### src/rtl/prn_arbiter_if.sv
// Bundles the request, generator and grant signals between requesters/PRN generator and prn_arbiter.
// Latency: none, wires only.
// Backpressure: none here; requesters hold req until gnt, and the arbiter paces the generator via lfsr_step.
interface prn_arbiter_if;
  logic [3:0] req;
  logic [1:0] mode;
  logic [4:0] prn_in;
  logic       easy_t;
  logic       normal_t;
  logic       extreme_t;
  logic       lfsr_step;
  logic [3:0] gnt;
  logic [4:0] rnd_out;
  logic       spawn;
  logic       busy;

  // Requester/generator side drives requests and random data, observes grants.
  modport master (
    output req, mode, prn_in, easy_t, normal_t, extreme_t,
    input  lfsr_step, gnt, rnd_out, spawn, busy
  );

  // Arbiter side.
  modport slave (
    input  req, mode, prn_in, easy_t, normal_t, extreme_t,
    output lfsr_step, gnt, rnd_out, spawn, busy
  );
endinterface

### src/rtl/prn_arbiter.sv
// Round-robin arbiter that steps the PRN generator STEP_CNT times, samples it, and grants one requester.
// Latency: req seen in IDLE -> STEP_CNT step cycles -> one sample cycle -> one-cycle gnt (STEP_CNT+2 cycles).
// Backpressure: requester must hold req until gnt; dropping req[winner] mid-transaction aborts with no gnt.
// Optional: define PRN_SPAWN_LIMIT_EN to suppress a requester's third consecutive spawn.
module prn_arbiter #(
  parameter int unsigned STEP_CNT = 3
) (
  input  logic          clk,
  input  logic          rst,
  prn_arbiter_if.slave  bus
);

  typedef enum logic [1:0] {IDLE, STEP, SAMPLE, GRANT} state_t;

  state_t     state, state_nxt;
  logic [1:0] rr_ptr;
  logic [1:0] winner;
  logic [1:0] mode_l;
  logic [3:0] cnt;
  logic [4:0] rnd_r;
  logic       spawn_r;
  logic [1:0] pick;
  logic [1:0] idx;
  logic       any_req;
  logic       win_req;
  logic       sel_flag;
  logic       spawn_eff;

  assign any_req = |bus.req;
  assign win_req = bus.req[winner];

  // Winner search: first set req bit at or after rr_ptr, wrapping 3 -> 0.
  always_comb begin
    pick = rr_ptr;
    idx  = '0;
    for (int i = 3; i >= 0; i--) begin
      idx = rr_ptr + 2'(i);
      if (bus.req[idx]) pick = idx;
    end
  end

  // Threshold flag chosen by the mode latched at winner selection; spawn-off gives 0.
  always_comb begin
    sel_flag = 1'b0;
    case (mode_l)
      2'd0:    sel_flag = bus.easy_t;
      2'd1:    sel_flag = bus.normal_t;
      2'd2:    sel_flag = bus.extreme_t;
      default: sel_flag = 1'b0;
    endcase
  end

`ifdef PRN_SPAWN_LIMIT_EN
  logic [3:0][1:0] sp_cnt;

  // A third consecutive spawn for the same requester is forced to 0.
  always_comb begin
    spawn_eff = sel_flag && (sp_cnt[winner] != 2'd2);
  end

  // Per-requester consecutive-spawn counters, updated only when a grant is committed.
  always_ff @(posedge clk or negedge rst) begin
    if (!rst) begin
      sp_cnt <= '0;
    end else if (state == SAMPLE && win_req) begin
      if (spawn_eff) sp_cnt[winner] <= sp_cnt[winner] + 2'd1;
      else           sp_cnt[winner] <= 2'd0;
    end
  end
`else
  // Without the limiter the spawn decision is the selected flag.
  always_comb begin
    spawn_eff = sel_flag;
  end
`endif

  // State register.
  always_ff @(posedge clk or negedge rst) begin
    if (!rst) state <= IDLE;
    else      state <= state_nxt;
  end

  // Next-state logic; losing req[winner] during STEP or SAMPLE abandons the transaction.
  always_comb begin
    state_nxt = state;
    case (state)
      IDLE:    if (any_req) state_nxt = STEP;
      STEP:    if (!win_req) state_nxt = IDLE;
               else if (cnt == 4'd1) state_nxt = SAMPLE;
      SAMPLE:  state_nxt = win_req ? GRANT : IDLE;
      GRANT:   state_nxt = IDLE;
      default: state_nxt = IDLE;
    endcase
  end

  // Datapath: latch winner/mode/count, count steps, capture the sample, advance rr_ptr after a grant.
  always_ff @(posedge clk or negedge rst) begin
    if (!rst) begin
      rr_ptr  <= '0;
      winner  <= '0;
      mode_l  <= '0;
      cnt     <= '0;
      rnd_r   <= '0;
      spawn_r <= 1'b0;
    end else begin
      case (state)
        IDLE: begin
          if (any_req) begin
            winner <= pick;
            mode_l <= bus.mode;
            cnt    <= 4'(STEP_CNT);
          end
        end
        STEP: begin
          cnt <= win_req ? cnt - 4'd1 : 4'd0;
        end
        SAMPLE: begin
          // Loaded at entry to GRANT so the values appear with gnt and hold until the next grant.
          if (win_req) begin
            rnd_r   <= bus.prn_in;
            spawn_r <= spawn_eff;
          end
        end
        GRANT: begin
          rr_ptr <= winner + 2'd1;
        end
        default: ;
      endcase
    end
  end

  // Outputs decoded from state so reset clears them immediately.
  always_comb begin
    bus.lfsr_step = (state == STEP);
    bus.busy      = (state != IDLE);
    bus.gnt       = (state == GRANT) ? (4'b0001 << winner) : 4'b0000;
    bus.rnd_out   = rnd_r;
    bus.spawn     = spawn_r;
  end

endmodule

### src/flat_wrapper.sv
// flat-port wrapper written by rule: the top's interface ports become plain ports
module prn_arbiter_flat 
#(
  parameter int unsigned STEP_CNT = 3
)
  (clk, rst, bus_req, bus_mode, bus_prn_in, bus_easy_t, bus_normal_t, bus_extreme_t, bus_lfsr_step, bus_gnt, bus_rnd_out, bus_spawn, bus_busy);
  prn_arbiter_if bus_i ();
  input  logic clk;
  input  logic rst;
  input wire logic [$bits(bus_i.req)-1:0] bus_req;
  input wire logic [$bits(bus_i.mode)-1:0] bus_mode;
  input wire logic [$bits(bus_i.prn_in)-1:0] bus_prn_in;
  input wire logic [$bits(bus_i.easy_t)-1:0] bus_easy_t;
  input wire logic [$bits(bus_i.normal_t)-1:0] bus_normal_t;
  input wire logic [$bits(bus_i.extreme_t)-1:0] bus_extreme_t;
  output wire logic [$bits(bus_i.lfsr_step)-1:0] bus_lfsr_step;
  output wire logic [$bits(bus_i.gnt)-1:0] bus_gnt;
  output wire logic [$bits(bus_i.rnd_out)-1:0] bus_rnd_out;
  output wire logic [$bits(bus_i.spawn)-1:0] bus_spawn;
  output wire logic [$bits(bus_i.busy)-1:0] bus_busy;
  assign bus_i.req = bus_req;
  assign bus_i.mode = bus_mode;
  assign bus_i.prn_in = bus_prn_in;
  assign bus_i.easy_t = bus_easy_t;
  assign bus_i.normal_t = bus_normal_t;
  assign bus_i.extreme_t = bus_extreme_t;
  assign bus_lfsr_step = bus_i.lfsr_step;
  assign bus_gnt = bus_i.gnt;
  assign bus_rnd_out = bus_i.rnd_out;
  assign bus_spawn = bus_i.spawn;
  assign bus_busy = bus_i.busy;
  prn_arbiter #(.STEP_CNT(STEP_CNT)) u_core (.clk(clk), .rst(rst), .bus(bus_i));
endmodule
### config.mk
export PLATFORM = sky130hd
export DESIGN_NAME = prn_arbiter_flat
export DESIGN_NICKNAME = d
export VERILOG_FILES = /design/src/rtl/prn_arbiter_if.sv /design/src/rtl/prn_arbiter.sv /design/src/flat_wrapper.sv
export SDC_FILE = /design/constraint.sdc
export NUM_CORES = 1
export LEC_CHECK = 0
export ABC_CLOCK_PERIOD_IN_PS = 3700
export CORE_ASPECT_RATIO = 1.1
export CORE_UTILIZATION = 36
export CTS_BUF_LIST = sky130_fd_sc_hd__clkbuf_4 sky130_fd_sc_hd__clkbuf_8
export DETAILED_ROUTE_END_ITERATION = 8
export PLACE_DENSITY = 0.65
export REMOVE_ABC_BUFFERS = 1
export SYNTH_ARGS = -nofsm -noshare
export SYNTH_HDL_FRONTEND = slang
export SYNTH_SLANG_ARGS = --single-unit
### constraint.sdc
create_clock -name clk -period 3.7 [get_ports clk]
set_input_delay 0.74 -clock clk [delete_from_list [all_inputs] [get_ports clk]]
set_output_delay 0.74 -clock clk [all_outputs]
set_load 0.01 [all_outputs]
Yosys cells after proc, flatten, opt, wreduce, memory -nomap -nowiden
Index checks and enable logic that the tools add are counted.
W data, S select, Z words.
{"block": "word_totals", "word_cells": 59, "reg_bits": 18, "output_inout_bits": 12}
{"block": "classes", "shifts": 1, "n_reduce_logical": 9, "order_cmp": 5, "n_eq_ne": 8, "n_addsub": 5, "n_mux": 24}
{"op": "$mux W2", "n": 8}
{"op": "$lt A2 B3 Y1 const B", "n": 5}
{"op": "$mux W4", "n": 3}
{"op": "$bmux W1 S2", "n": 5}
{"op": "$pmux W2 S4", "n": 1}
{"op": "$pmux W4 S2", "n": 1}
{"op": "$reduce_and A2 Y1", "n": 4}
{"op": "$eq A2 B2 Y1 const B", "n": 3}
{"op": "$mux W1", "n": 5}
{"op": "$add A2 B1 Y2 const B", "n": 2}
{"op": "$add A2 B2 Y2 const B", "n": 2}
{"op": "$eq A2 B1 Y1 const B", "n": 2}
{"op": "$eq A4 B1 Y1 const B", "n": 1}
{"op": "$logic_not A2 Y1", "n": 2}
{"op": "$reduce_bool A2 Y1", "n": 2}
{"op": "$reduce_or A4 Y1", "n": 1}
{"op": "$shl A1 B2 Y4 const A", "n": 1}
{"op": "$sub A4 B1 Y4 const B", "n": 1}
{"op": "$ne A3 B3 Y1 const B", "n": 1}
{"op": "$pmux W1 S3", "n": 1}
{"op": "$ne A2 B1 Y1 const B", "n": 1}

Longest topological paths before layout
Gate-level depths: netlist of run 1.
{"block": "logic_depth", "word_depth": 7, "depth_mapped": 5, "mapped_depth_nobuf": 5}

Worst setup path after synthesis of run 1
No wires, ideal clock.
{"block": "synth_path", "kind": "input to register", "startpoint": "in bus_req[3]", "endpoint": "reg u_core.rnd_r[0], in the netlist u_core.bus.rnd_out[0]", "arrival_time_ns": 1.712, "path_stages": 3, "path_slack_ns": 1.863, "cell_sequence": "mux4_2 -> nand2_4 -> mux2_2"}
{"block": "synth_between", "elab_chain_cells": 3}
{"element": "start: declaration", "line": "flat_wrapper.sv:10", "text": "input wire logic [$bits(bus_i.req)-1:0] bus_req;"}
{"element": "$bmux W1 S2", "line": "prn_arbiter.sv:30", "text": "assign win_req = bus.req[winner];"}
{"element": "$mux W1 (implied by the code)", "line": "prn_arbiter.sv:30"}
{"element": "$reduce_and A2 Y1 (no line)"}
{"element": "end signal: assignment", "line": "prn_arbiter.sv:120", "text": "rnd_r <= bus.prn_in;"}
{"element": "end: declaration", "line": "prn_arbiter.sv:20", "text": "logic [4:0] rnd_r;"}
Every way passes these cells. The select of a mux whose other input is x is not followed.
A chain may end at the register's enable or synchronous reset.

Worst setup path in the final report of run 1
{"block": "layout_path", "startpoint": "reg u_core.state[1]", "endpoint": "out bus_lfsr_step"}
{"block": "layout_between", "elab_chain_cells": 1}
{"element": "start: declaration", "line": "prn_arbiter.sv:15", "text": "state_t state, state_nxt;"}
{"element": "start signal: assignment", "line": "prn_arbiter.sv:80", "text": "else state <= state_nxt;"}
{"element": "$eq A2 B1 Y1", "line": "prn_arbiter.sv:134", "text": "bus.lfsr_step = (state == STEP);"}
{"element": "end: declaration", "line": "flat_wrapper.sv:16", "text": "output wire logic [$bits(bus_i.lfsr_step)-1:0] bus_lfsr_step;"}
Every way passes these cells.

==> impl_results.html, run 1 <==
<table>
<tr><th>Metric</th><th>Value</th></tr>
<tr><th colspan="2">Setup path</th></tr>
<tr><td>Required time of the worst setup path</td><td>2.96 ns</td></tr>
<tr><td>Setup crit start kind</td><td>flop</td></tr>
<tr><td>Crit path capture type</td><td>primary output</td></tr>
<tr><td>Signal arrival time at the worst endpoint</td><td>1.73 ns</td></tr>
<tr><td>Crit Path Class</td><td>reg -&gt; out</td></tr>
<tr><td>Worst-path maximum fanout</td><td>8</td></tr>
<tr><th colspan="2">Power</th></tr>
<tr><td>Pwr dens</td><td>704.4 nW/µm²</td></tr>
<tr><td>Peak supply drop</td><td>350.4 µV</td></tr>
<tr><td>LEAKAGE</td><td>0.6144 nW</td></tr>
<tr><td>Final total power</td><td>958.9 µW</td></tr>
<tr><th colspan="2">Yosys</th></tr>
<tr><td>Mux share of post-synthesis cell area</td><td>13.13%</td></tr>
<tr><td>Compound-cell area share of the yosys netlist</td><td>16.20%</td></tr>
<tr><td>Syn Std Cell Area</td><td>1020 µm²</td></tr>
<tr><td>Count of mapped cells out of synthesis</td><td>94</td></tr>
<tr><td>Register area share after synthesis</td><td>44.17%</td></tr>
<tr><td>Post-synthesis sequential element count</td><td>18</td></tr>
<tr><td>Synthesized area divided by synthesized cell count</td><td>10.85 µm²</td></tr>
<tr><td>Synth Area in Adders</td><td>7.362%</td></tr>
<tr><td>Parity-gate share of the synthesized area counting xor and xnor cells</td><td>0%</td></tr>
<tr><td>Cell variety after synth</td><td>33</td></tr>
<tr><td>Synthesis Warnings</td><td>0</td></tr>
<tr><td>Combinational family with the most area after synthesis</td><td>compound AO/OA/AOI/OAI gates</td></tr>
<tr><td>Simple-Gate Fraction of Synth Area</td><td>16.20%</td></tr>
<tr><th colspan="2">Timing</th></tr>
<tr><td>RSZ-0062 raised after global routing</td><td>false</td></tr>
<tr><td>Final hold viol count</td><td>0</td></tr>
<tr><td>Least-Margin Pin Slew</td><td>0.8007 ns</td></tr>
<tr><td>Max Slew Vio Count</td><td>0</td></tr>
<tr><td>Post-layout minimum cycle time</td><td>2.472 ns</td></tr>
<tr><td>Setup TNS</td><td>0 ns</td></tr>
<tr><td>Maximum frequency from static timing analysis</td><td>0.4045 GHz</td></tr>
<tr><td>Worst max-slew margin expressed relative to the limit</td><td>46.46%</td></tr>
<tr><td>Share of the cycle needed by the critical path after routing</td><td>66.82%</td></tr>
<tr><td>Final-report setup violation count</td><td>0</td></tr>
<tr><td>Hold slack</td><td>0.5150 ns</td></tr>
<tr><td>Worst-case clock skew</td><td>0.002707 ns</td></tr>
<tr><th colspan="2">Clock tree</th></tr>
<tr><td>Number of sinks handled by clock tree synthesis</td><td>18</td></tr>
<tr><td>Clock buffer count from CTS</td><td>3</td></tr>
<tr><td>Setup repair bufs after CTS</td><td>0</td></tr>
<tr><td>CTS root buffer</td><td>clkbuf_4</td></tr>
<tr><td>Total of cells resized after clock tree synthesis</td><td>0</td></tr>
<tr><td>Later-pin clock latency in the skew report</td><td>0.28 ns</td></tr>
<tr><td>Max clock buf depth</td><td>2</td></tr>
<tr><td>CTS H-tree depth</td><td>1</td></tr>
<tr><td>CTS tree</td><td>done</td></tr>
<tr><td>Clock transition at path regs</td><td>0.10 ns</td></tr>
<tr><td>Hold buffer count at CTS</td><td>0</td></tr>
<tr><th colspan="2">Cells and area</th></tr>
<tr><td>Net count, final</td><td>147</td></tr>
<tr><td>Area of all placed cells without fillers</td><td>1361 µm²</td></tr>
<tr><td>Layout overhead on the synthesized area</td><td>33.50%</td></tr>
<tr><td>Ratio of cells with drive above 1 in the final layout</td><td>15.32%</td></tr>
<tr><td>Commonest non-fill, non-tap cell in the layout</td><td>clkdlybuf4s50_1</td></tr>
<tr><td>Commonest cells after routing, fill and taps aside</td><td>clkdlybuf4s50_1 (27), dfrtp_1 (18), mux2_2 (9), inv_1 (7)</td></tr>
<tr><td>Antenna diodes</td><td>0</td></tr>
<tr><th colspan="2">Floorplan</th></tr>
<tr><td>Die span in x</td><td>52.75 µm</td></tr>
<tr><td>Standard cell core area</td><td>2591 µm²</td></tr>
<tr><td>I/O pin count</td><td>28</td></tr>
<tr><td>Initial core utilization</td><td>39.35%</td></tr>
<tr><td>Die Footprint</td><td>3050 µm²</td></tr>
<tr><td>Cell row count</td><td>19</td></tr>
<tr><td>Die height</td><td>57.82 µm</td></tr>
<tr><th colspan="2">Global routing</th></tr>
<tr><td>Antenna violations before repair</td><td>0</td></tr>
<tr><td>GRT Util Overall</td><td>14.19%</td></tr>
<tr><td>Total congestion overflow</td><td>0</td></tr>
<tr><td>First-pass GRT wire length</td><td>3.180 mm</td></tr>
<tr><td>Via count of the first global-routing pass</td><td>745</td></tr>
<tr><td>Maximum number of pins on one net before global-route repair</td><td>19</td></tr>
<tr><th colspan="2">Worst hold path</th></tr>
<tr><td>Type of the tightest min-delay check</td><td>reg -&gt; reg</td></tr>
<tr><th colspan="2">Drt</th></tr>
<tr><td>DRC violation count after routing</td><td>0</td></tr>
<tr><td>Post-detailed-route via-to-cell ratio</td><td>5.129</td></tr>
<tr><td>Number of nets with antenna violations after detailed routing</td><td>0</td></tr>
<tr><td>Initial detailed-routing violation count</td><td>8</td></tr>
<tr><td>WL per Instance</td><td>12.61 µm</td></tr>
<tr><td>Vias</td><td>795</td></tr>
<tr><td>Drt first pass iters</td><td>3</td></tr>
<tr><td>Total Routed Length</td><td>1.955 mm</td></tr>
<tr><th colspan="2">Outcome</th></tr>
<tr><td>Run status</td><td>finished clean</td></tr>
<tr><th colspan="2">Placed design</th></tr>
<tr><td>Detailed Place HPWL</td><td>1.505 mm</td></tr>
<tr><td>Port Buf Inserts</td><td>27</td></tr>
<tr><td>RD Place Congestion</td><td>0.7128</td></tr>
<tr><td>Placement Cell Area</td><td>1325 µm²</td></tr>
<tr><th colspan="2">Flow run</th></tr>
<tr><td>Maximum Capacitance Violations</td><td>0</td></tr>
</table>
-- Yosys cell counts (all sizes together) --
cell type	n	area share, %
dfrtp	18	44
mux2	9	9.9
inv	7	2.6
ha	6	7.4
o21ai	6	2.9
nand2	5	2.6
a21oi	4	2.0
and3	4	2.5
nand2b	4	2.5
nor2b	4	2.5
or2	3	2.1
a21boi	2	1.5
a31oi	2	1.2
nor4	2	1.2
o211ai	2	1.5
o31a	2	1.7
a211oi	1	0.74
a21bo	1	0.98
a21o	1	0.74
and2	1	0.61
clkbuf	1	0.37
mux2i	1	0.98
mux4	1	2.2
nand3b	1	0.74
nor2	1	0.37
nor3	1	0.49
nor3b	1	0.74
o21bai	1	0.74
o22ai	1	0.61
o41ai	1	1.6
-- power by group --
part,internal (mW),total (mW),switching [mW]
Combinational,0.262,0.472,0.211
Sequential,0.282,0.368,0.0862
Clock,0.0598,0.118,0.0583
-- metrics by stage --
| step | utilization (%) | setup WS, ns | cells |
|---|---|---|---|
| after floorplan | - | 1.863 | 93 |
| after global placement | 51.13 | 1.259 | 151 |
| after detailed placement | 51.13 | 1.237 | 151 |
| after CTS | 52.54 | 1.218 | 155 |
| after global routing | 52.54 | 1.138 | 155 |
| final | 52.54 | 1.228 | 155 |
-- layer usage --
metal / GRT usage [%] / part of all wire [%] / routed length [µm]
met5: 0 / 0 / 0
met1: 17.70 / 46 / 896
met4: 4.511 / 0.97 / 19
met3: 3.150 / 2.9 / 56
met2: 24.05 / 50 / 984
-- sequential cells by signal, summed over array words and instances (netlist names) --
name and cells:
u_core.bus.spawn 1, u_core.rr_ptr 2, u_core.mode_l 2, u_core.bus.rnd_out 5, u_core.cnt 4, u_core.state 2
u_core.winner 2
-- path summary, 6_finish.rpt --
kind / depth (start not counted) / slack (ns) / end / from
worst max-delay path: 3 / 1.23 / bus_lfsr_step / u_core.state[1]$_DFFE_PN0P_
worst min-delay path: 1 / 0.51 / u_core.bus.rnd_out[2]$_DFFE_PN0P_ / u_core.bus.rnd_out[2]$_DFFE_PN0P_
worst max register to register: 3 / 2.00 / u_core.bus.rnd_out[4]$_DFFE_PN0P_ / u_core.winner[0]$_DFFE_PN0P_
worst min register to register: 1 / 0.51 / u_core.bus.rnd_out[2]$_DFFE_PN0P_ / u_core.bus.rnd_out[2]$_DFFE_PN0P_
max in group asynchronous: 1 / 2.29 / u_core.cnt[3]$_DFFE_PN0P_ / rst
min in group asynchronous: 1 / 0.91 / u_core.rr_ptr[1]$_DFFE_PN0P_ / rst
-- area by class of cell --
type	count	area (µm²)
Clock buffer	4	36.28
Fill cell	236	1230
Inverter	7	26.28
Multi-Input combinational cell	68	539.3
Sequential cell	18	450.4
Tap cell	31	38.79
Timing Repair Buffer	27	270.3
-- cell families (layout without fill, tap and decap cells) --
logic type | count (synthesis) | count (layout)
fa+ha+maj | 6 | 6
compound gates | 24 | 24
buf+inv | 8 | 38
mux | 11 | 11
flops | 18 | 18
simple gates | 27 | 27
-- critical path, stage by stage (launching register included) --
cell	delay, ns
dfrtp_1	0.45
nand2b_1	0.28
inv_1	0.17
clkdlybuf4s50_1	0.55
Power figures use the tool's default switching activity.
==> run 2: changes to the inputs <==
--- a/config.mk
+++ b/config.mk
@@ -5,12 +5,12 @@
 export SDC_FILE = /design/constraint.sdc
 export NUM_CORES = 1
 export LEC_CHECK = 0
-export ABC_CLOCK_PERIOD_IN_PS = 3700
+export ABC_CLOCK_PERIOD_IN_PS = 2200
 export CORE_ASPECT_RATIO = 1.1
 export CORE_UTILIZATION = 36
 export CTS_BUF_LIST = sky130_fd_sc_hd__clkbuf_4 sky130_fd_sc_hd__clkbuf_8
 export DETAILED_ROUTE_END_ITERATION = 8
-export PLACE_DENSITY = 0.65
+export PLACE_DENSITY = 0.67
 export REMOVE_ABC_BUFFERS = 1
 export SYNTH_ARGS = -nofsm -noshare
 export SYNTH_HDL_FRONTEND = slang
==> constraint.sdc (replaced) <==
create_clock -name clk -period 2.2 [get_ports clk]
set_input_delay 0.44 -clock clk [delete_from_list [all_inputs] [get_ports clk]]
set_output_delay 0.44 -clock clk [all_outputs]
set_load 0.01 [all_outputs]
==> run 2 against run 1 <==
  * Wire length increased by 1.1%
  * Hold slack worse by 0.044 ns
  * Utilization is 1.1 points higher
  * Final cell count rose by 1.9%
  * Sequential share of layout area down 0.48 points
  * Clock skew fell by 0.00063 ns
  * Sequential power rose by 70%
  * Register-to-register slack got worse by 1.4 ns
  * Worst setup slack worse by 1.1 ns
  * Total power increased by 71%
  * Die area is the same
  * Global-route usage increased by 0.16 points
  * Critical path type unchanged
  * Critical endpoint is now bus_gnt[0]
  * Largest cell class unchanged
  * Largest power group unchanged
==> impl_results.html, run 2 (synthesis gave the netlist of run 1 again) <==
<table>
<tr><th>Metric</th><th>Value</th></tr>
<tr><th colspan="2">Outcome</th></tr>
<tr><td>Run status</td><td>finished clean (unchanged)</td></tr>
<tr><th colspan="2">Global routing</th></tr>
<tr><td>Total congestion overflow</td><td>0 (unchanged)</td></tr>
<tr><td>GRT Util Overall</td><td>14.36% (was 14.19%)</td></tr>
<tr><td>Via count of the first global-routing pass</td><td>740 (was 745)</td></tr>
<tr><td>Antenna violations before repair</td><td>0 (unchanged)</td></tr>
<tr><td>Maximum number of pins on one net before global-route repair</td><td>19 (unchanged)</td></tr>
<tr><td>First-pass GRT wire length</td><td>3.277 mm (was 3.180 mm)</td></tr>
<tr><th colspan="2">Setup path</th></tr>
<tr><td>Setup crit start kind</td><td>flop (unchanged)</td></tr>
<tr><td>Crit Path Class</td><td>reg -&gt; out (unchanged)</td></tr>
<tr><td>Crit path capture type</td><td>primary output (unchanged)</td></tr>
<tr><td>Required time of the worst setup path</td><td>1.76 ns (was 2.96 ns)</td></tr>
<tr><td>Signal arrival time at the worst endpoint</td><td>1.65 ns (was 1.73 ns)</td></tr>
<tr><td>Worst flop-to-flop path startpoint</td><td>u_core.winner[0]$_DFFE_PN0P_ (unchanged)</td></tr>
<tr><td>Worst-path maximum fanout</td><td>4 (was 8)</td></tr>
<tr><td>Reg-to-reg slack, setup</td><td>0.63 ns (was 2.00 ns)</td></tr>
<tr><td>Crit path from</td><td>u_core.winner[1]$_DFFE_PN0P_ (was u_core.state[1]$_DFFE_PN0P_)</td></tr>
<tr><th colspan="2">Floorplan</th></tr>
<tr><td>Cell row count</td><td>19 (unchanged)</td></tr>
<tr><td>Die height</td><td>57.82 µm (unchanged)</td></tr>
<tr><td>Initial core utilization</td><td>39.35% (unchanged)</td></tr>
<tr><td>I/O pin count</td><td>28 (unchanged)</td></tr>
<tr><td>Standard cell core area</td><td>2591 µm² (unchanged)</td></tr>
<tr><td>Die span in x</td><td>52.75 µm (unchanged)</td></tr>
<tr><td>Die Footprint</td><td>3050 µm² (unchanged)</td></tr>
<tr><th colspan="2">Cells and area</th></tr>
<tr><td>Ratio of cells with drive above 1 in the final layout</td><td>20.47% (was 15.32%)</td></tr>
<tr><td>Layout overhead on the synthesized area</td><td>36.20% (was 33.50%)</td></tr>
<tr><td>Antenna diodes</td><td>0 (unchanged)</td></tr>
<tr><td>Flip-flop count of the largest register after layout</td><td>5 (unchanged)</td></tr>
<tr><td>Commonest cells after routing, fill and taps aside</td><td>clkdlybuf4s50_1 (27), dfrtp_1 (16), mux2_2 (9) (was clkdlybuf4s50_1 (27), dfrtp_1 (18), mux2_2 (9), inv_1 (7))</td></tr>
<tr><td>Commonest non-fill, non-tap cell in the layout</td><td>clkdlybuf4s50_1 (unchanged)</td></tr>
<tr><td>Net count, final</td><td>150 (was 147)</td></tr>
<tr><th colspan="2">Timing</th></tr>
<tr><td>Maximum frequency from static timing analysis</td><td>0.4780 GHz</td></tr>
<tr><td>Setup TNS</td><td>0 ns (unchanged)</td></tr>
<tr><td>RSZ-0062 raised after global routing</td><td>false (unchanged)</td></tr>
<tr><td>Worst-case clock skew</td><td>0.002078 ns (was 0.002707 ns)</td></tr>
<tr><td>Max Slew Vio Count</td><td>0 (unchanged)</td></tr>
<tr><td>Worst max-slew margin expressed relative to the limit</td><td>75.07% (was 46.46%)</td></tr>
<tr><td>Post-layout minimum cycle time</td><td>2.092 ns</td></tr>
<tr><td>Crit path setup slack, layout</td><td>0.1080 ns (was 1.228 ns)</td></tr>
<tr><td>Least-Margin Pin Slew</td><td>0.3725 ns (was 0.8007 ns)</td></tr>
<tr><td>Final-report setup violation count</td><td>0 (unchanged)</td></tr>
<tr><td>Final hold viol count</td><td>0 (unchanged)</td></tr>
<tr><td>Share of the cycle needed by the critical path after routing</td><td>95.09%</td></tr>
<tr><th colspan="2">Drt</th></tr>
<tr><td>Detailed route wirelength on metal2</td><td>973 µm (was 984 µm)</td></tr>
<tr><td>Number of nets with antenna violations after detailed routing</td><td>0 (unchanged)</td></tr>
<tr><td>Initial detailed-routing violation count</td><td>11 (was 8)</td></tr>
<tr><td>WL per Instance</td><td>12.51 µm (was 12.61 µm)</td></tr>
<tr><td>Total Routed Length</td><td>1.977 mm (was 1.955 mm)</td></tr>
<tr><td>Post-detailed-route via-to-cell ratio</td><td>5.196 (was 5.129)</td></tr>
<tr><td>DRC violation count after routing</td><td>0 (unchanged)</td></tr>
<tr><td>Vias</td><td>821 (was 795)</td></tr>
<tr><td>Top layer in use</td><td>met4 (unchanged)</td></tr>
<tr><td>Drt first pass iters</td><td>4 (was 3)</td></tr>
<tr><td>Post-Route M1 WL</td><td>943 µm (was 896 µm)</td></tr>
<tr><td>Met3 routed WL</td><td>48 µm (was 56 µm)</td></tr>
<tr><th colspan="2">Power</th></tr>
<tr><td>Sequential share of power</td><td>38.2% (was 38.4%)</td></tr>
<tr><td>Power share of the clock group</td><td>12.1% (was 12.3%)</td></tr>
<tr><td>Pwr dens</td><td>1181 nW/µm² (was 704.4 nW/µm²)</td></tr>
<tr><td>Internal Pwr Total</td><td>1.037 mW (was 603.6 µW)</td></tr>
<tr><td>LEAKAGE</td><td>0.6253 nW (was 0.6144 nW)</td></tr>
<tr><td>Combinational cell fraction of total power</td><td>49.7% (was 49.3%)</td></tr>
<tr><td>Switching Power</td><td>603.8 µW (was 355.2 µW)</td></tr>
<tr><td>Switching Fraction</td><td>36.81% (was 37.05%)</td></tr>
<tr><td>Peak supply drop</td><td>587.5 µV (was 350.4 µV)</td></tr>
<tr><th colspan="2">Clock tree</th></tr>
<tr><td>Later-pin clock latency in the skew report</td><td>0.28 ns (about the same)</td></tr>
<tr><td>Max clock buf depth</td><td>2 (unchanged)</td></tr>
<tr><td>CTS root buffer</td><td>clkbuf_4 (unchanged)</td></tr>
<tr><td>Setup repair bufs after CTS</td><td>0 (unchanged)</td></tr>
<tr><td>CTS H-tree depth</td><td>1 (unchanged)</td></tr>
<tr><td>CTS tree</td><td>done (unchanged)</td></tr>
<tr><td>Clock buffer count from CTS</td><td>3 (unchanged)</td></tr>
<tr><td>Number of sinks handled by clock tree synthesis</td><td>18 (unchanged)</td></tr>
<tr><td>Clock transition at path regs</td><td>0.10 ns (about the same)</td></tr>
<tr><td>Hold buffer count at CTS</td><td>0 (unchanged)</td></tr>
<tr><th colspan="2">Flow run</th></tr>
<tr><td>Maximum Capacitance Violations</td><td>0 (unchanged)</td></tr>
<tr><th colspan="2">Placed design</th></tr>
<tr><td>Port Buf Inserts</td><td>27 (unchanged)</td></tr>
<tr><td>RD Place Congestion</td><td>0.7561 (was 0.7128)</td></tr>
<tr><td>Detailed Place HPWL</td><td>1.564 mm (was 1.505 mm)</td></tr>
<tr><td>Worst slack at placement</td><td>0.09597 ns (was 1.237 ns)</td></tr>
<tr><th colspan="2">Worst hold path</th></tr>
<tr><td>Type of the tightest min-delay check</td><td>in -&gt; async (was reg -&gt; reg)</td></tr>
</table>
[run 2: final timing paths]
kind                                                     end  cells past startpoint
max                                               bus_gnt[0]                      4
min                             u_core.mode_l[1]$_DFFE_PN0P_                      2
min in group clk           u_core.bus.rnd_out[3]$_DFFE_PN0P_                      1
min reg2reg                u_core.bus.rnd_out[3]$_DFFE_PN0P_                      1
max in group asynchronous       u_core.winner[0]$_DFFE_PN0P_                      2
max reg2reg                     u_core.bus.spawn$_DFFE_PN0P_                      3
[run 2: critical path: stages (launching register included)]
cell and delay (ns):
dfrtp_1 0.45, inv_1 0.11, ha_1 0.14, and3_1 0.13, clkdlybuf4s50_1 0.54
[run 2: layer usage]
| layer | up-vias | global-route usage [%] |
|---|---|---|
| li1 | 405 | - |
| met1 | 397 | 19.93 |
| met2 | 17 | 22.78 |
| met3 | 2 | 2.362 |
| met4 | 0 | 4.511 |
| met5 | - | 0 |
[run 2: through the flow]
step           power (mW)  utilization (%)  cells  hold WS [ns]  instance area (µm²)
4_1_cts             1.647            53.40    158        0.4689                 1384
6_report            1.640            53.60    158        0.4711                 1389
2_1_floorplan       1.123                -     93        0.1444                 1016
3_5_place_dp        1.446            52.00    154        0.4941                 1348
3_3_place_gp        1.429            52.00    154        0.4944                 1348
5_1_grt             1.790            53.60    158        0.4952                 1389
[run 2: cell type report]
type                            count  area, µm²
Tap cell                           31      38.79
Multi-Input combinational cell     68      541.8
Inverter                            7      26.28
Sequential cell                    18      452.9
Fill cell                         232       1202
Clock buffer                        4      36.28
Timing Repair Buffer               30      292.8
[run 2: timing repair]
action	4_1_cts	5_1_grt
setup endpoints to repair	0	3
gates resized for setup	0	4
endpoints found under the hold margin	0	0
[run 2: power by group through the flow]
stage | sequential, mW | combinational [mW] | clock (mW)
floorplan | 0.608 | 0.514 | 0
global placement | 0.616 | 0.813 | 0
detailed placement | 0.628 | 0.819 | 0
CTS | 0.622 | 0.821 | 0.204
global route | 0.653 | 0.916 | 0.221
finish | 0.627 | 0.815 | 0.199
==> run 3: changes to the inputs <==
--- a/config.mk
+++ b/config.mk
@@ -12,6 +12,7 @@
 export DETAILED_ROUTE_END_ITERATION = 8
 export PLACE_DENSITY = 0.67
 export REMOVE_ABC_BUFFERS = 1
+export SETUP_SLACK_MARGIN = 0.4
 export SYNTH_ARGS = -nofsm -noshare
 export SYNTH_HDL_FRONTEND = slang
 export SYNTH_SLANG_ARGS = --single-unit
==> run 3 against run 2 <==
  * Combinational power increased by 9.2%
  * Critical endpoint is now bus_gnt[1]
  * Sequential power decreased by 2%
  * Highest routed layer unchanged
  * Sequential share of layout area decreased by 0.61 points
  * Critical path type unchanged
==> impl_results.html, run 3 (synthesis gave the netlist of run 1 again) <==
<table>
<tr><th>Metric</th><th>Value</th></tr>
<tr><th colspan="2">Drt</th></tr>
<tr><td>WL per Instance</td><td>12.43 µm (was 12.51 µm)</td></tr>
<tr><td>DRC violation count after routing</td><td>0 (unchanged)</td></tr>
<tr><td>Drt first pass iters</td><td>2 (was 4)</td></tr>
<tr><td>Initial detailed-routing violation count</td><td>11 (unchanged)</td></tr>
<tr><td>Number of nets with antenna violations after detailed routing</td><td>0 (unchanged)</td></tr>
<tr><td>Total Routed Length</td><td>2.038 mm (was 1.977 mm)</td></tr>
<tr><td>Post-detailed-route via-to-cell ratio</td><td>5.116 (was 5.196)</td></tr>
<tr><td>Vias</td><td>839 (was 821)</td></tr>
<tr><th colspan="2">Setup path</th></tr>
<tr><td>Setup crit start kind</td><td>flop (unchanged)</td></tr>
<tr><td>Signal arrival time at the worst endpoint</td><td>1.30 ns (was 1.65 ns)</td></tr>
<tr><td>Crit path capture type</td><td>primary output (unchanged)</td></tr>
<tr><td>Required time of the worst setup path</td><td>1.76 ns (about the same)</td></tr>
<tr><td>Reg-to-reg critical path endpoint</td><td>u_core.bus.spawn$_DFFE_PN0P_ (unchanged)</td></tr>
<tr><td>Worst-path maximum fanout</td><td>4 (unchanged)</td></tr>
<tr><td>Crit Path Class</td><td>reg -&gt; out (unchanged)</td></tr>
<tr><td>Worst flop-to-flop path startpoint</td><td>u_core.winner[0]$_DFFE_PN0P_ (unchanged)</td></tr>
<tr><td>Reg-to-reg slack, setup</td><td>0.55 ns (was 0.63 ns)</td></tr>
<tr><td>Depth of the worst register-to-register path</td><td>4 (was 3)</td></tr>
<tr><th colspan="2">Cells and area</th></tr>
<tr><td>Ratio of cells with drive above 1 in the final layout</td><td>29.32% (was 20.47%)</td></tr>
<tr><td>Antenna diodes</td><td>0 (unchanged)</td></tr>
<tr><td>Layout overhead on the synthesized area</td><td>38.77% (was 36.20%)</td></tr>
<tr><td>Utilization after layout</td><td>54.61% (was 53.60%)</td></tr>
<tr><td>Commonest non-fill, non-tap cell in the layout</td><td>clkdlybuf4s50_1 (unchanged)</td></tr>
<tr><td>Commonest cells after routing, fill and taps aside</td><td>clkdlybuf4s50_1 (20), dfrtp_1 (16), mux2_2 (9), buf_4 (8) (was clkdlybuf4s50_1 (27), dfrtp_1 (16), mux2_2 (9))</td></tr>
<tr><td>Net count, final</td><td>156 (was 150)</td></tr>
<tr><td>Filler cell count in the final layout</td><td>234 (was 232)</td></tr>
<tr><td>Flip-flop count of the largest register after layout</td><td>5 (unchanged)</td></tr>
<tr><th colspan="2">Flow run</th></tr>
<tr><td>Maximum Capacitance Violations</td><td>0 (unchanged)</td></tr>
<tr><th colspan="2">Global routing</th></tr>
<tr><td>Via count of the first global-routing pass</td><td>780 (was 740)</td></tr>
<tr><td>Antenna violations before repair</td><td>0 (unchanged)</td></tr>
<tr><td>First-pass GRT wire length</td><td>3.374 mm (was 3.277 mm)</td></tr>
<tr><td>Total congestion overflow</td><td>0 (unchanged)</td></tr>
<tr><td>Maximum number of pins on one net before global-route repair</td><td>19 (unchanged)</td></tr>
<tr><td>GRT Util Overall</td><td>14.73% (was 14.36%)</td></tr>
<tr><th colspan="2">Timing</th></tr>
<tr><td>RSZ-0062 raised after global routing</td><td>false (unchanged)</td></tr>
<tr><td>Final hold viol count</td><td>0 (unchanged)</td></tr>
<tr><td>Max Slew Vio Count</td><td>0 (unchanged)</td></tr>
<tr><td>Share of the cycle needed by the critical path after routing</td><td>79.26% (was 95.09%)</td></tr>
<tr><td>Hold slack</td><td>0.4697 ns (was 0.4711 ns)</td></tr>
<tr><td>Maximum frequency from static timing analysis</td><td>0.5735 GHz (was 0.4780 GHz)</td></tr>
<tr><td>Least-Margin Pin Slew</td><td>0.3750 ns (was 0.3725 ns)</td></tr>
<tr><td>Worst-case clock skew</td><td>0.002941 ns (was 0.002078 ns)</td></tr>
<tr><td>Worst max-slew margin expressed relative to the limit</td><td>74.91% (was 75.07%)</td></tr>
<tr><td>Post-layout minimum cycle time</td><td>1.744 ns (was 2.092 ns)</td></tr>
<tr><td>Final-report setup violation count</td><td>0 (unchanged)</td></tr>
<tr><td>Setup TNS</td><td>0 ns (unchanged)</td></tr>
<tr><th colspan="2">Clock tree</th></tr>
<tr><td>Clock buffer count from CTS</td><td>3 (unchanged)</td></tr>
<tr><td>Max clock buf depth</td><td>2 (unchanged)</td></tr>
<tr><td>CTS tree</td><td>done (unchanged)</td></tr>
<tr><td>CTS root buffer</td><td>clkbuf_4 (unchanged)</td></tr>
<tr><td>Number of sinks handled by clock tree synthesis</td><td>18 (unchanged)</td></tr>
<tr><td>CTS H-tree depth</td><td>1 (unchanged)</td></tr>
<tr><td>Hold buffer count at CTS</td><td>0 (unchanged)</td></tr>
<tr><td>Clock transition at path regs</td><td>0.10 ns (about the same)</td></tr>
<tr><td>Later-pin clock latency in the skew report</td><td>0.28 ns (about the same)</td></tr>
<tr><th colspan="2">Placed design</th></tr>
<tr><td>Detailed Place HPWL</td><td>1.564 mm (unchanged)</td></tr>
<tr><td>RD Place Congestion</td><td>0.7561 (unchanged)</td></tr>
<tr><td>Port Buf Inserts</td><td>27 (unchanged)</td></tr>
<tr><th colspan="2">Worst hold path</th></tr>
<tr><td>Type of the tightest min-delay check</td><td>in -&gt; async (unchanged)</td></tr>
<tr><th colspan="2">Floorplan</th></tr>
<tr><td>Standard cell core area</td><td>2591 µm² (unchanged)</td></tr>
<tr><td>Die Footprint</td><td>3050 µm² (unchanged)</td></tr>
<tr><td>Die span in x</td><td>52.75 µm (unchanged)</td></tr>
<tr><td>Cell row count</td><td>19 (unchanged)</td></tr>
<tr><td>I/O pin count</td><td>28 (unchanged)</td></tr>
<tr><td>Die height</td><td>57.82 µm (unchanged)</td></tr>
<tr><td>Initial core utilization</td><td>39.35% (unchanged)</td></tr>
<tr><th colspan="2">Power</th></tr>
<tr><td>Pwr dens</td><td>1206 nW/µm² (was 1181 nW/µm²)</td></tr>
<tr><td>Peak supply drop</td><td>628.4 µV (was 587.5 µV)</td></tr>
<tr><td>LEAKAGE</td><td>0.6735 nW (was 0.6253 nW)</td></tr>
<tr><td>Final total power</td><td>1.707 mW (was 1.640 mW)</td></tr>
<tr><th colspan="2">Outcome</th></tr>
<tr><td>Run status</td><td>finished clean (unchanged)</td></tr>
</table>
==> run 3: cell count changes in the layout (fill, tap and decap cells not counted), sizes merged <==
cell / previous run / this run
clkbuf: 4 / 9
dlymetal6s2s: 0 / 1
buf: 3 / 10
clkdlybuf4s50: 27 / 20
==> run 3: worst max-delay path, cell delays in order, from the launching register on <==
cell and delay, ns:
dfrtp_2 0.45, buf_6 0.13, ha_1 0.17, and3_1 0.13, buf_2 0.13
==> run 3: cell type report <==
class,instances,area (µm²),area share [%]
clock buffers,4,36.28,2.564
inverters,7,26.28,1.857
multi-input cells,68,546.8,38.64
flip-flops and latches,18,452.9,32.01
well taps,31,38.79,2.741
repair buffers,36,314.1,22.19
==> run 3: report_power, final <==
group / internal [mW] / leakage [nW] / total, mW / switching, mW
clock network: 0.101 / 0.0210 / 0.200 / 0.0996
registers: 0.478 / 0.222 / 0.617 / 0.139
logic: 0.500 / 0.430 / 0.890 / 0.390
total: 1.08 / 0.674 / 1.71 / 0.628
==> run 3: timing repair <==
| item | CTS | global route |
|---|---|---|
| hold endpoints to repair | 0 | 0 |
| endpoints found under the setup margin | 6 | 14 |
| gates resized for setup | 19 | 8 |
| setup buffers | 5 | 1 |
==> run 3: worst max path at each step <==
stage | slack, ns | cells past startpoint | startpoint | endpoint
global route | 0.40 | 4 | u_core.winner[1]$_DFFE_PN0P_ | bus_gnt[2]
global placement | 0.13 | 4 | bus_req[3] | u_core.bus.rnd_out[0]$_DFFE_PN0P_
finish | 0.46 | 4 | u_core.winner[0]$_DFFE_PN0P_ | bus_gnt[1]
floorplan | 0.64 | 3 | u_core.winner[0]$_DFFE_PN0P_ | u_core.bus.rnd_out[0]$_DFFE_PN0P_
CTS | 0.40 | 4 | bus_req[3] | u_core.bus.rnd_out[3]$_DFFE_PN0P_
detailed placement | 0.1 | 4 | bus_req[3] | u_core.bus.rnd_out[3]$_DFFE_PN0P_
==> run 3: through the flow <==
step / std cells / area (µm²) / worst slack, ns
2_1_floorplan: 93 / 1016 / 0.6369
3_3_place_gp: 154 / 1348 / 0.1262
3_5_place_dp: 154 / 1348 / 0.09597
4_1_cts: 163 / 1425 / 0.4037
5_1_grt: 164 / 1415 / 0.4001
6_report: 164 / 1415 / 0.4562
==> run 3: layer usage <==
layer  part of all wire [%]  global-route usage (%)  vias to the layer above
met3                    2.3                   2.362                        2
li1                       -                       -                      417
met2                     50                   24.41                       12
met4                   0.39                   4.511                        0
met1                     47                   19.56                      408
met5                      0                       0                        -
==> patch 1, RTL diff (flow settings as in run 3) <==
Build with the macro `PRN_SPAWN_LIMIT_EN` defined.
--- a/src/rtl/prn_arbiter.sv
+++ b/src/rtl/prn_arbiter.sv
@@ -2,6 +2,8 @@
 // Latency: req seen in IDLE -> STEP_CNT step cycles -> one sample cycle -> one-cycle gnt (STEP_CNT+2 cycles).
 // Backpressure: requester must hold req until gnt; dropping req[winner] mid-transaction aborts with no gnt.
 // Optional: define PRN_SPAWN_LIMIT_EN to suppress a requester's third consecutive spawn.
+`define PRN_SPAWN_LIMIT_EN
+
 module prn_arbiter #(
   parameter int unsigned STEP_CNT = 3
 ) (
Behaviour: same outputs for any inputs over 10 cycles, from zero or initial values and one cycle with rst low; that may be too few to reach the edited logic, so the function may still have changed.
==> patch 1 against run 3 <==
- fmax fell by 7.0%
- final area up 43%
- critical path depth is 2 higher
- clock power rose by 34%
- final cell count increased by 43%
- sequential cell count is 8 higher
- sequential power increased by 29%
- via count rose by 38%
- synthesized area increased by 40%
- routed wire length up 62%
- setup slack lost 0.13 ns
- total power rose by 34%
- critical path type is now reg2reg
- largest cell class unchanged
==> patch 1: results (changes against run 3) <==
\begin{tabular}{lr}
\hline
Metric & Value \\
\hline
\multicolumn{2}{l}{\textbf{GRT}} \\
\quad Largest net degree at the start of global routing & 27 (+8) \\
\quad Wire length of the first global-routing pass & 5260 µm (+56\%) \\
\quad Via count of the first global-routing pass & 1194 (+53\%) \\
\quad Met1 capacity usage during global routing & 20.8\% (+1.2 points) \\
\quad Met2 global-route usage & 30.5\% (+6.0 points) \\
\multicolumn{2}{l}{\textbf{Place}} \\
\quad Final Wtd Congestion & 0.801 (+5.9\%) \\
\quad Post-Place Worst Slack & 0.00548 ns (-0.0905 ns) \\
\multicolumn{2}{l}{\textbf{Worst setup path}} \\
\quad Cell family with most CP delay & multiplexers \\
\quad Worst stage delay on the critical path & 0.51 ns (+0.06 ns) \\
\quad Reg2Reg Depth & 6 (+2) \\
\multicolumn{2}{l}{\textbf{Finish}} \\
\quad Max FFs per register & 8 (+3) \\
\quad Clock network share of area & 2.04\% (-0.52 points) \\
\quad Non-clock buffers & 48 (+33\%) \\
\quad Comb\_multi\_in & 102 (+50\%) \\
\quad Number of nets in the finished design & 210 (+35\%) \\
\quad Non-clock inverter count in the final layout & 6 (-1) \\
\quad Count of filler cells inserted in the layout & 309 (+32\%) \\
\quad Synthesis-to-layout area growth & 41.6\% \\
\quad Seq\_cells & 26 (+8) \\
\multicolumn{2}{l}{\textbf{Routing}} \\
\quad Final routed wirelength across all metal layers & 3300 µm (+62\%) \\
\quad Wire length the detailed router placed on met1 & 1510 µm (+56\%) \\
\quad Routed len/inst & 14.0 µm (+13\%) \\
\quad Total met2 wirelength after detailed routing & 1620 µm (+59\%) \\
\quad Met3 routed wirelength & 110 µm (+140\%) \\
\quad Number of detailed-route iterations in the first pass & 4 (+2) \\
\quad Initial drt markers & 51 (+40) \\
\multicolumn{2}{l}{\textbf{Clock network}} \\
\quad Count of instances resized after the clock tree is built & 33 (+14) \\
\quad Root Driver & clkbuf\_8 \\
\multicolumn{2}{l}{\textbf{Run status}} \\
\quad Result of the run & finished, final reports clean \\
\multicolumn{2}{l}{\textbf{STA}} \\
\quad Post-Route Skew & 0.00302 ns (+0.0000824 ns) \\
\multicolumn{2}{l}{\textbf{Synthesis}} \\
\quad Synthesized area divided by synthesized cell count & 10.4 µm² (-4.5\%) \\
\multicolumn{2}{l}{\textbf{Power}} \\
\quad Maximum resistive drop on vdd & 0.365 mV (-42\%) \\
\hline
\end{tabular}
patch 1: cell types whose count changed after synthesis, sizes merged, moves of 2 or more:
| cell | change |
|---|---|
| nand2 | +29 |
| mux4 | +2 |
| nand2b | -2 |
| nor2b | +2 |
| nand3 | +2 |
| o211ai | -2 |
| dfrtp | +8 |
| nor3 | +2 |
| a21boi | -2 |
| o31a | -2 |
| buf | +2 |
| nor2 | +4 |
| a21oi | -3 |
patch 1: where the power goes:
group / switching (W) / leakage [nW] / internal, W / total (W)
logic: 0.000587 / 0.661 / 0.000636 / 0.00122
registers: 0.000145 / 0.335 / 0.000650 / 0.000795
clock network: 0.000145 / 0.0216 / 0.000123 / 0.000268
patch 1: kinds of logic after synthesis:
| kind of cell | synth area share, % |
|---|---|
| buf+inv | 3.67 |
| compound gates | 8.75 |
| simple gates | 22.3 |
| fa+ha+maj | 6.12 |
| flops | 45.5 |
| xor+xnor | 0.613 |
| mux | 13.0 |
==> patch 2, RTL diff (settings of run 3) <==
Made on the original files. Re-encode `state_t` (4 states) as Gray code, 2 bits wide.
--- a/src/rtl/prn_arbiter.sv
+++ b/src/rtl/prn_arbiter.sv
@@ -10,7 +10,7 @@
   prn_arbiter_if.slave  bus
 );
 
-  typedef enum logic [1:0] {IDLE, STEP, SAMPLE, GRANT} state_t;
+  typedef enum logic [1:0] {IDLE = 2'b00, STEP = 2'b01, SAMPLE = 2'b11, GRANT = 2'b10} state_t;
 
   state_t     state, state_nxt;
   logic [1:0] rr_ptr;
Check against the original RTL: no difference found for any inputs over 10 cycles, from zero or initial values and one cycle with rst low; not proved beyond that.
==> patch 2 against run 3 <==
- critical path depth unchanged
- routed wire length increased by 20%
- sequential power about the same
- setup slack worse by 0.047 ns
- sequential cell count is the same
- final area is 2.1% higher
- total power up 7.1%
- synthesized area shrank 0.98%
- critical endpoint is now u_core.bus.rnd_out[3]
==> patch 2: results (changes against run 3) <==
\begin{tabular}{lr}
\hline
Metric & Value \\
\hline
\multicolumn{2}{l}{\textbf{Run status}} \\
\quad Result of the run & finished, final reports clean \\
\multicolumn{2}{l}{\textbf{Place}} \\
\quad Final Wtd Congestion & 0.838 (+11\%) \\
\quad Post-Place Worst Slack & 0.106 ns (+0.0103 ns) \\
\quad Post-detailed-placement cell area & 1350 µm² (+0.28\%) \\
\quad HPWL after detailed placement & 1720 µm (+10\%) \\
\multicolumn{2}{l}{\textbf{STA}} \\
\quad Slew at the pin closest to its max-slew limit & 0.281 ns (-0.0936 ns) \\
\quad Fin Hold WS & 0.449 ns (-0.0202 ns) \\
\quad Post-Route Skew & 0.0104 ns (+0.00743 ns) \\
\multicolumn{2}{l}{\textbf{GRT}} \\
\quad GRT Overall Usage & 17.6\% (+2.9 points) \\
\multicolumn{2}{l}{\textbf{Routing}} \\
\quad Number of detailed-route iterations in the first pass & 4 (+2) \\
\quad Final routed wirelength across all metal layers & 2440 µm (+20\%) \\
\quad Vias & 860 (+2.5\%) \\
\multicolumn{2}{l}{\textbf{Synthesis}} \\
\quad Top cells by area in the synthesized netlist & dfrtp\_1, mux2\_2, ha\_1 \\
\quad Commonest cells in the synthesized netlist & dfrtp\_1, mux2\_2, inv\_1, ha\_1, o21ai\_0 \\
\quad Library cells used by synthesis & 29 (-12\%) \\
\multicolumn{2}{l}{\textbf{Worst setup path}} \\
\quad CP Launch Point & bus\_req[2] \\
\quad Worst reg2reg path endpoint & u\_core.bus.rnd\_out[3] \\
\quad Worst stage delay on the critical path & 0.54 ns (+0.09 ns) \\
\quad Largest fanout on the critical path & 6 (+2) \\
\quad Master of the slowest instance on the critical path & mux4\_2 \\
\multicolumn{2}{l}{\textbf{Clock network}} \\
\quad Later-pin clock latency in the skew report & 0.30 ns (+0.02 ns) \\
\multicolumn{2}{l}{\textbf{Finish}} \\
\quad Ratio of cells with drive above 1 in the final layout & 30.1\% (+0.82 points) \\
\quad Number of nets in the finished design & 159 (+1.9\%) \\
\multicolumn{2}{l}{\textbf{Power}} \\
\quad Lkg Pwr & 0.664 nW (-1.4\%) \\
\quad Maximum resistive drop on vdd & 0.580 mV (-7.7\%) \\
\hline
\end{tabular}
-- patch 2: cell count changes after synthesis, sizes merged, moves of 2 or more --
cell / before / now
inv: 7 / 9
nand2: 5 / 3
and2: 1 / 5
and3: 4 / 0
-- patch 2: layout make-up --
class	instances	area (µm²)
Tap cell	31	38.8
Clock buffer	4	36.3
Inverter	9	33.8
Multi-Input combinational cell	65	538
Fill cell	236	1120
Timing Repair Buffer	40	348
Sequential cell	18	450
-- patch 2: per-layer routing --
metal	wire length, µm	track usage, %
met5	0	0
met4	39	7.89
met3	79	2.40
met2	1310	29.8
met1	1010	21.7
-- patch 2: through the flow --
step,power (W),std cells
after global placement,0.00145,155
after detailed placement,0.00149,155
after global routing,0.00198,167
final,0.00183,167
after floorplan,0.00113,92
after CTS,0.00179,166
-- patch 2: where the power goes --
part	internal, W	switching (W)	leakage (nW)
Combinational	0.000553	0.000457	0.420
Clock	0.000101	0.000103	0.0210
Sequential	0.000486	0.000129	0.223
-- patch 2: logic make-up after synthesis --
logic type      synth area share (%)
fa+ha+maj                       7.43
mux                             14.4
compound gates                  14.9
simple gates                    14.9
flops                           44.6
buf+inv                         3.84
-- patch 2: how the worst max path moves through the flow --
stage	endpoint	slack, ns	cells after the start
2_1_floorplan	u_core.bus.rnd_out[0]	0.61	3
3_3_place_gp	u_core.bus.rnd_out[3]	0.14	4
3_5_place_dp	u_core.bus.rnd_out[3]	0.11	4
4_1_cts	bus_gnt[1]	0.26	4
5_1_grt	bus_gnt[0]	0.38	5
6_report	u_core.bus.rnd_out[3]	0.41	4
-- patch 2: timing repair --
action | in CTS | in global routing
hold buffers | 0 | 0
resized for setup | 21 | 4
setup endpoints to repair | 6 | 5
buffers inserted | 7 | 1
-- patch 2: critical path, delay by kind of cell --
family | cells | cell delay, ns
muxes | 2 | 0.90
and+or+nand+nor | 1 | 0.16
buffers and inverters | 1 | 0.48
